### src/rtl/clk_div_meas.sv
// Measures the period and high time of a slow divided clock (sig_in) in clk cycles,
// reporting each completed rise-fall-rise measurement and flagging lock/timeout.
module clk_div_meas #(
  parameter int WIDTH    = 7,
  parameter int LOCK_CNT = 3
) (
  input  logic             clk,
  input  logic             reset,
  input  logic             enable,
  input  logic             sig_in,
  output logic [WIDTH-1:0] period,
  output logic [WIDTH-1:0] high_time,
  output logic             meas_valid,
  output logic             locked,
  output logic             timeout
);

  localparam int MW = $clog2(LOCK_CNT + 1);
  localparam logic [WIDTH-1:0] CNT_MAX  = '1;
  localparam logic [MW-1:0]    LOCK_MAX = MW'(LOCK_CNT);

  typedef enum logic [1:0] {IDLE, WAIT_RISE, HIGH, LOW} state_t;

  state_t           state, state_next;
  logic             s1, s2, s3;
  logic             rise, fall;
  logic [WIDTH-1:0] cnt, cnt_next, cnt_inc;
  logic [WIDTH-1:0] hi_reg, hi_next;
  logic [WIDTH-1:0] period_next, high_time_next;
  logic [MW-1:0]    match_cnt, match_next;
  logic             meas_valid_next, locked_next, timeout_next;
  logic             expire;

  // Two flops resolve metastability; the third gives the previous sample for edge detection.
  always_ff @(posedge clk or negedge reset) begin
    if (!reset) begin
      s1 <= 1'b0;
      s2 <= 1'b0;
      s3 <= 1'b0;
    end else begin
      s1 <= sig_in;
      s2 <= s1;
      s3 <= s2;
    end
  end

  assign rise    = s2 & ~s3;
  assign fall    = ~s2 & s3;
  assign cnt_inc = (cnt == CNT_MAX) ? cnt : cnt + 1'b1;

  always_ff @(posedge clk or negedge reset) begin
    if (!reset) begin
      state      <= IDLE;
      cnt        <= '0;
      hi_reg     <= '0;
      match_cnt  <= '0;
      period     <= '0;
      high_time  <= '0;
      meas_valid <= 1'b0;
      locked     <= 1'b0;
      timeout    <= 1'b0;
    end else begin
      state      <= state_next;
      cnt        <= cnt_next;
      hi_reg     <= hi_next;
      match_cnt  <= match_next;
      period     <= period_next;
      high_time  <= high_time_next;
      meas_valid <= meas_valid_next;
      locked     <= locked_next;
      timeout    <= timeout_next;
    end
  end

  always_comb begin
    state_next      = state;
    cnt_next        = cnt;
    hi_next         = hi_reg;
    match_next      = match_cnt;
    period_next     = period;
    high_time_next  = high_time;
    meas_valid_next = 1'b0;
    locked_next     = locked;
    timeout_next    = timeout;
    expire          = 1'b0;

    if (!enable) begin
      // Disabling wins over any edge or expiry seen on the same cycle.
      state_next   = IDLE;
      cnt_next     = '0;
      match_next   = '0;
      locked_next  = 1'b0;
      timeout_next = 1'b0;
    end else begin
      case (state)
        IDLE: begin
          state_next = WAIT_RISE;
          cnt_next   = '0;
        end
        WAIT_RISE: begin
          if (rise) begin
            state_next = HIGH;
            cnt_next   = WIDTH'(1);
          end
        end
        HIGH: begin
          if (fall) begin
            hi_next    = cnt;
            cnt_next   = cnt_inc;
            state_next = LOW;
          end else if (cnt == CNT_MAX) begin
            expire = 1'b1;
          end else begin
            cnt_next = cnt_inc;
          end
        end
        LOW: begin
          if (rise) begin
            period_next     = cnt;
            high_time_next  = hi_reg;
            meas_valid_next = 1'b1;
            cnt_next        = WIDTH'(1);
            state_next      = HIGH;
            if (cnt == period && hi_reg == high_time) begin
              if (match_cnt != LOCK_MAX) match_next = match_cnt + 1'b1;
            end else begin
              match_next = '0;
            end
            locked_next = (match_next == LOCK_MAX);
          end else if (cnt == CNT_MAX) begin
            expire = 1'b1;
          end else begin
            cnt_next = cnt_inc;
          end
        end
        default: state_next = IDLE;
      endcase

      // Counter saturated without the awaited edge: abandon this measurement.
      if (expire) begin
        timeout_next = 1'b1;
        match_next   = '0;
        locked_next  = 1'b0;
        cnt_next     = '0;
        state_next   = WAIT_RISE;
      end
    end
  end

endmodule

### config.mk
export PLATFORM = sky130hd
export DESIGN_NAME = clk_div_meas
export DESIGN_NICKNAME = d
export VERILOG_FILES = /design/src/rtl/clk_div_meas.sv
export SDC_FILE = /design/constraint.sdc
export NUM_CORES = 1
export LEC_CHECK = 0
export CAP_MARGIN = 20
export CORE_MARGIN = 1.5
export CORE_UTILIZATION = 40
export CTS_CLUSTER_DIAMETER = 40
export DETAILED_ROUTE_END_ITERATION = 10
export PLACE_DENSITY_LB_ADDON = 0.15
export SLEW_MARGIN = 10
export SYNTH_ARGS = -nofsm -noshare
export SYNTH_HDL_FRONTEND = slang
export SYNTH_SLANG_ARGS = --single-unit
### constraint.sdc
create_clock -name clk -period 2.3 [get_ports clk]
set_clock_uncertainty 0.2 [all_clocks]
set_input_delay 0.46 -clock clk [delete_from_list [all_inputs] [get_ports clk]]
set_output_delay 0.46 -clock clk [all_outputs]
set_load 0.005 [all_outputs]
==> results of run 1 <==
worst reg2reg max path, delay by kind of cell (launching register included):
family	cells	cell delay [ps]
fa+ha+maj	1	260
compound gates	1	240
simple gates	4	840
flops	1	390
worst max-delay path by stage:
stage,from,end,slack (ps),cells after the start
4_1_cts,cnt[0]$_DFFE_PN0P_,cnt[0]$_DFFE_PN0P_,290,6
3_5_place_dp,enable,match_cnt[1]$_DFFE_PN0P_,130,6
3_3_place_gp,enable,match_cnt[1]$_DFFE_PN0P_,100,6
5_1_grt,cnt[0]$_DFFE_PN0P_,cnt[0]$_DFFE_PN0P_,190,6
6_report,cnt[0]$_DFFE_PN0P_,cnt[0]$_DFFE_PN0P_,300,6
2_1_floorplan,cnt[0]$_DFFE_PN0P_,cnt[0]$_DFFE_PN0P_,440,7
report_power, final:
group,switching (W),internal [W]
sequential,0.0000162,0.000678
clock,0.000240,0.000241
combinational,0.0000443,0.0000327
total,0.000300,0.000951
cell usage after synthesis (all sizes together), types with 5 or more instances:
cell,number
a21oi,10
buf,6
dfrtp,38
inv,5
mux2,21
nand2,8
nor2,13
nor4,5
o21ai,8
xor2,14
placed cells by master, fill, tap and decap left out, types with 2 or more instances in the layout:
| master | n |
|---|---|
| a22o_1 | 2 |
| nand3_1 | 2 |
| nor2_1 | 11 |
| nand3b_1 | 2 |
| o21ai_0 | 8 |
| a21oi_1 | 10 |
| buf_4 | 7 |
| xor2_1 | 14 |
| nor3_1 | 2 |
| inv_1 | 5 |
| mux2_2 | 21 |
| clkdlybuf4s50_1 | 19 |
| dfrtp_1 | 38 |
| nor2_2 | 2 |
| nand4_1 | 2 |
| clkbuf_8 | 6 |
| nand2_1 | 8 |
| nor4_1 | 4 |
per-layer routing:
metal / up-vias / global-route usage / share of wire / wire length, um
li1: 612 / - / - / -
met4: 0 / 0.06918 / 0.016 / 57
met3: 5 / 0.03846 / 0.033 / 118
met1: 628 / 0.2057 / 0.48 / 1708
met2: 32 / 0.2326 / 0.47 / 1675
met5: - / 0 / 0 / 0
layout make-up:
class / instances / area (um^2) / share of cell area
clock buffer: 6 / 82.58 / 0.03737
clock inverter: 2 / 12.51 / 0.005663
inverter: 5 / 18.77 / 0.008494
multi-input combinational: 107 / 812.0 / 0.3675
sequential: 38 / 950.9 / 0.4304
tap: 52 / 65.06 / 0.02945
timing repair buffer: 28 / 267.8 / 0.1212
through the flow:
| stage | std cells | hold slack (ps) |
|---|---|---|
| 2_1_floorplan | 156 | -35.59 |
| 5_1_grt | 238 | 45.84 |
| 6_report | 238 | 9.232 |
| 3_5_place_dp | 230 | 142.0 |
| 3_3_place_gp | 230 | 142.6 |
| 4_1_cts | 238 | 21.00 |
kinds of logic after synthesis:
kind of cell               count (synthesis)
muxes                                     21
DFF                                       38
and+or+nand+nor                           44
AOI/OAI and AO/OA                         27
adders and majority gates                  1
xor gates and xnor gates                  14
buffers and inverters                     11
==> run metrics, run 1 <==
via count normalized by instance count 5.366; Synthesis Warnings 0; Die Y 70.70 um; drt first pass iters 4; vias in the first global route 1198; area leader, netlist dfrtp_1; Adder-Cell Fraction of Synth Area 0.006826; share of cells above drive strength 1 0.2527; Synth top area share 0.5188; First DRT Iteration DRCs 119; Synth Area in Compound Gates 0.09215; CTS tree yes; syn_nets 161; Critical-path top delay cell dfrtp_1; Static Leak 1.062 nW; cell area after placement 2115 um^2; final setup TNS 0 ps; max-cap check violation count 0; status finished clean; Critical Path AT 1990 ps; Peak VDD IR 0.0003823 V; Sink Count 38; Synth Area in XOR/XNOR 0.06689; max frequency 498.8 MHz; Setup CP Type reg2reg; clock buffer count from CTS 5; count of final hold-check violations 0; final WL 3.559 mm; H-tree depth 2; final worst setup slack 295.1 ps; Buf/Inv on CP 0; simple-gate share of the synthesized area 0.1481; core footprint 4384 um^2; largest family of logic cells by synthesized area simple AND/OR/NAND/NOR gates; Slew @ Worst Pin 570.0 ps; Final Max Slew Viols 0; ANT cells 0; post-synthesis sequential area ratio 0.5188; drt wl/cell 14.95 um; Starting Density 0.4181; full die area 4998 um^2; CP Data Required Time 2290 ps; Clock Path Buffers 2; Slew HR 0.6174; # hold bufs at CTS 0; setup bufs post-CTS 0; RR Startpoint cnt[0]$_DFFE_PN0P_; global-route wire length before repair 5.885 mm; mux contribution to synthesized area 0.1290; Final nets 190; syn_area_per_cell 11.75 um^2; port bufs 20; DP Wirelength 2.541 mm; initial antenna violation count 0; post-CTS sizing 0; fin crit share 0.8717; CP Launch Type flop; Setup Viol. Count Final 0; # IOs 21; most common flop cell mapped by yosys dfrtp_1; Die W 70.70 um; R2R Path End cnt[0]$_DFFE_PN0P_; FP Rows 24; Synth Register Bits 38; fin crit period 2005 ps; r2r worst-path depth 6; Filler Cell Count 402; Cells after Synth 156; Yosys cell types 37; slowest stage delay, CP 390 ps; gp weighted congestion 0.8808; post-route ant nets 0; clk_lat worst skew 290 ps; Cell Area, Synth 1833 um^2; gr usage total 0.1525; final core utilization 0.5040; Post-synth EDFFs 0; Area Growth Syn to Fin 20.55%; gr ovfl total 0; Setup WS pre-CTS 126.1 ps; RSZ-0062 raised after global routing false; Pwr Total 0.001252 W; r2r setup slk 300 ps; Crit Path Max Fanout 8; PwrDens 566.5 nW/um^2; final instance area 2210 um^2; ys async rst share 1.000; Remaining DRCs 0; HP Class in2async; largest net degree at the start of global routing 39; CP Capture Type flop; Reg clk slew, reported paths 80 ps; root buf cell clkbuf_8; Area contributors post-synth dfrtp_1 52%, mux2_2 13%, xor2_1 6.7%, a21oi_1 2.7%, nor2_1 2.3%; cell family with most CP delay simple AND/OR/NAND/NOR gates; DR vias 1277; worst path cell trace ha_1 -> nand4_2 -> or2_1 -> nor2_1 -> or3_1 -> a221oi_2
(Power assumes the default switching activity.)
==> inputs of run 2 (changes only) <==
--- a/config.mk
+++ b/config.mk
@@ -10,7 +10,7 @@
 export CORE_UTILIZATION = 40
 export CTS_CLUSTER_DIAMETER = 40
 export DETAILED_ROUTE_END_ITERATION = 10
-export PLACE_DENSITY_LB_ADDON = 0.15
+export RECOVER_POWER = 50
 export SLEW_MARGIN = 10
 export SYNTH_ARGS = -nofsm -noshare
 export SYNTH_HDL_FRONTEND = slang
==> run 2 against run 1 <==
Power is 3.4% higher. Register-to-register slack about the same. Hold slack better by 150 ps. Flip-flop and latch count unchanged. Maximum frequency decreased by 3.2%. Global-route usage about the same. Via count up 1.8%. Highest routed layer unchanged. Clock power increased by 8.7%. Critical path type is now in2reg. Non-clock buffer count increased by 2.
==> run metrics, run 2 (synthesis gave the netlist of run 1 again) <==
gr usage total 0.1529; RSZ-0062 raised after global routing false; Crit Path Max Fanout 15; port bufs 20; drt first pass iters 4; Slew HR 0.3487; First DRT Iteration DRCs 57; CP Capture Type flop; Clock Path Buffers 2; max frequency 483.0 MHz; combinational group share of total power 0.060; Slew @ Worst Pin 977.0 ps; Area Growth Syn to Fin 21.02%; FP Rows 24; count of final hold-check violations 0; DR vias 1300; H-tree depth 2; Switch Pwr 0.0002819 W; root buf cell clkbuf_8; PwrDens 583.7 nW/um^2; worst path cell trace dlygate4sd3_1 -> nand2_1 -> nor2_1 -> clkbuf_2 -> mux2_2; Reg power frac 0.536; Critical Path AT 2040 ps; Internal 0.001013 W; status finished clean; Final Max Slew Viols 0; clock buffer count from CTS 5; final instance area 2218 um^2; initial antenna violation count 0; Remaining DRCs 0; share of cells above drive strength 1 0.2447; DP Wirelength 2.557 mm; Static Leak 1.081 nW; via count normalized by instance count 5.417; gp weighted congestion 0.9317; Setup CP Type in2reg; Peak VDD IR 0.0004041 V; fin crit period 2070 ps; global-route wire length before repair 6.099 mm; CTS tree yes; Critical-path top delay cell dlygate4sd3_1; CP Launch Type primary input; Setup Viol. Count Final 0; net switching fraction of the power 0.2177; slowest stage delay, CP 550 ps; ANT cells 0; final WL 3.445 mm; Final nets 192; Reg clk slew, reported paths 70 ps; post-route ant nets 0; HP Class reg2reg; Sink Count 38; Die Y 70.70 um; core footprint 4384 um^2; max-cap check violation count 0; full die area 4998 um^2; Starting Density 0.4181; CP Data Required Time 2270 ps; # IOs 21; most common cell after layout, fill and taps aside dfrtp_1; commonest non-fill, non-tap cells in the layout 38 x dfrtp_1, 21 x mux2_2, 15 x clkdlybuf4s50_1; vias in the first global route 1268; clk_lat worst skew 280 ps; gr ovfl total 0; largest net degree at the start of global routing 19; Die W 70.70 um; fin crit share 0.9001; cell area after placement 2122 um^2; post-CTS sizing 0; Clk pwr share 0.404; final setup TNS 0 ps; drt wl/cell 14.35 um
-- run 2: cell count changes in the layout (fill, tap and decap cells not counted), sizes merged --
cell           delta
buf               -3
clkbuf            +6
clkdlybuf4s50     -4
clkinv            -1
clkinvlp          -1
dlygate4sd3       +5
-- run 2: critical path, delay by kind of cell --
family        cells  cell delay (ps)
mux               1              390
buf+inv           2              890
simple gates      2              290
-- run 2: area by class of cell --
type | count | area, um^2
inverter | 5 | 18.77
fill | 388 | 2166
sequential | 38 | 950.9
multi-input combinational | 107 | 809.5
timing repair buffer | 30 | 264.0
clock buffer | 8 | 110.1
tap | 52 | 65.06
-- run 2: stage by stage --
stage / power (W) / utilization / cells / setup WS [ps] / hold slack [ps]
2_1_floorplan: 0.0007486 / - / 156 / 438.9 / -35.59
3_3_place_gp: 0.0007833 / 0.4840 / 231 / 112.5 / 139.7
3_5_place_dp: 0.0007863 / 0.4840 / 231 / 172.5 / 142.6
4_1_cts: 0.001313 / 0.5114 / 240 / 291.1 / 160.0
5_1_grt: 0.001361 / 0.5060 / 240 / 174.8 / 171.1
6_report: 0.001295 / 0.5060 / 240 / 229.7 / 156.3
-- run 2: worst paths after layout --
| kind | endpoint | slack [ps] | from | cells past startpoint |
|---|---|---|---|---|
| setup / recovery | period[6]$_DFFE_PN0P_ | 230 | enable | 5 |
| hold / removal | s2$_DFF_PN0_ | 160 | s1$_DFF_PN0_ | 0 |
| setup reg to reg | cnt[0]$_DFFE_PN0P_ | 290 | cnt[0]$_DFFE_PN0P_ | 6 |
| hold reg to reg | s2$_DFF_PN0_ | 160 | s1$_DFF_PN0_ | 0 |
| max in group asynchronous | period[6]$_DFFE_PN0P_ | 430 | reset | 3 |
| min in group asynchronous | period[3]$_DFFE_PN0P_ | 650 | reset | 2 |
-- run 2: power groups by stage --
| stage | combinational (W) | clock [W] | sequential, W |
|---|---|---|---|
| floorplan | 0.0000483 | 0 | 0.000700 |
| global placement | 0.0000776 | 0 | 0.000706 |
| detailed placement | 0.0000803 | 0 | 0.000706 |
| CTS | 0.0000818 | 0.000538 | 0.000693 |
| global route | 0.0000870 | 0.000579 | 0.000695 |
| finish | 0.0000778 | 0.000523 | 0.000694 |
-- run 2: timing repair --
item | CTS | global route
hold buffers | 1 | 0
hold endpoints to repair | 16 | 0
buffers inserted | 0 | 0
-- run 2: layer usage --
metal / wire [um] / share of wire / track usage
met4: 20 / 0.0058 / 0.04193
met3: 167 / 0.048 / 0.04701
met5: 0 / 0 / 0
met2: 1650 / 0.48 / 0.2368
met1: 1608 / 0.47 / 0.2098
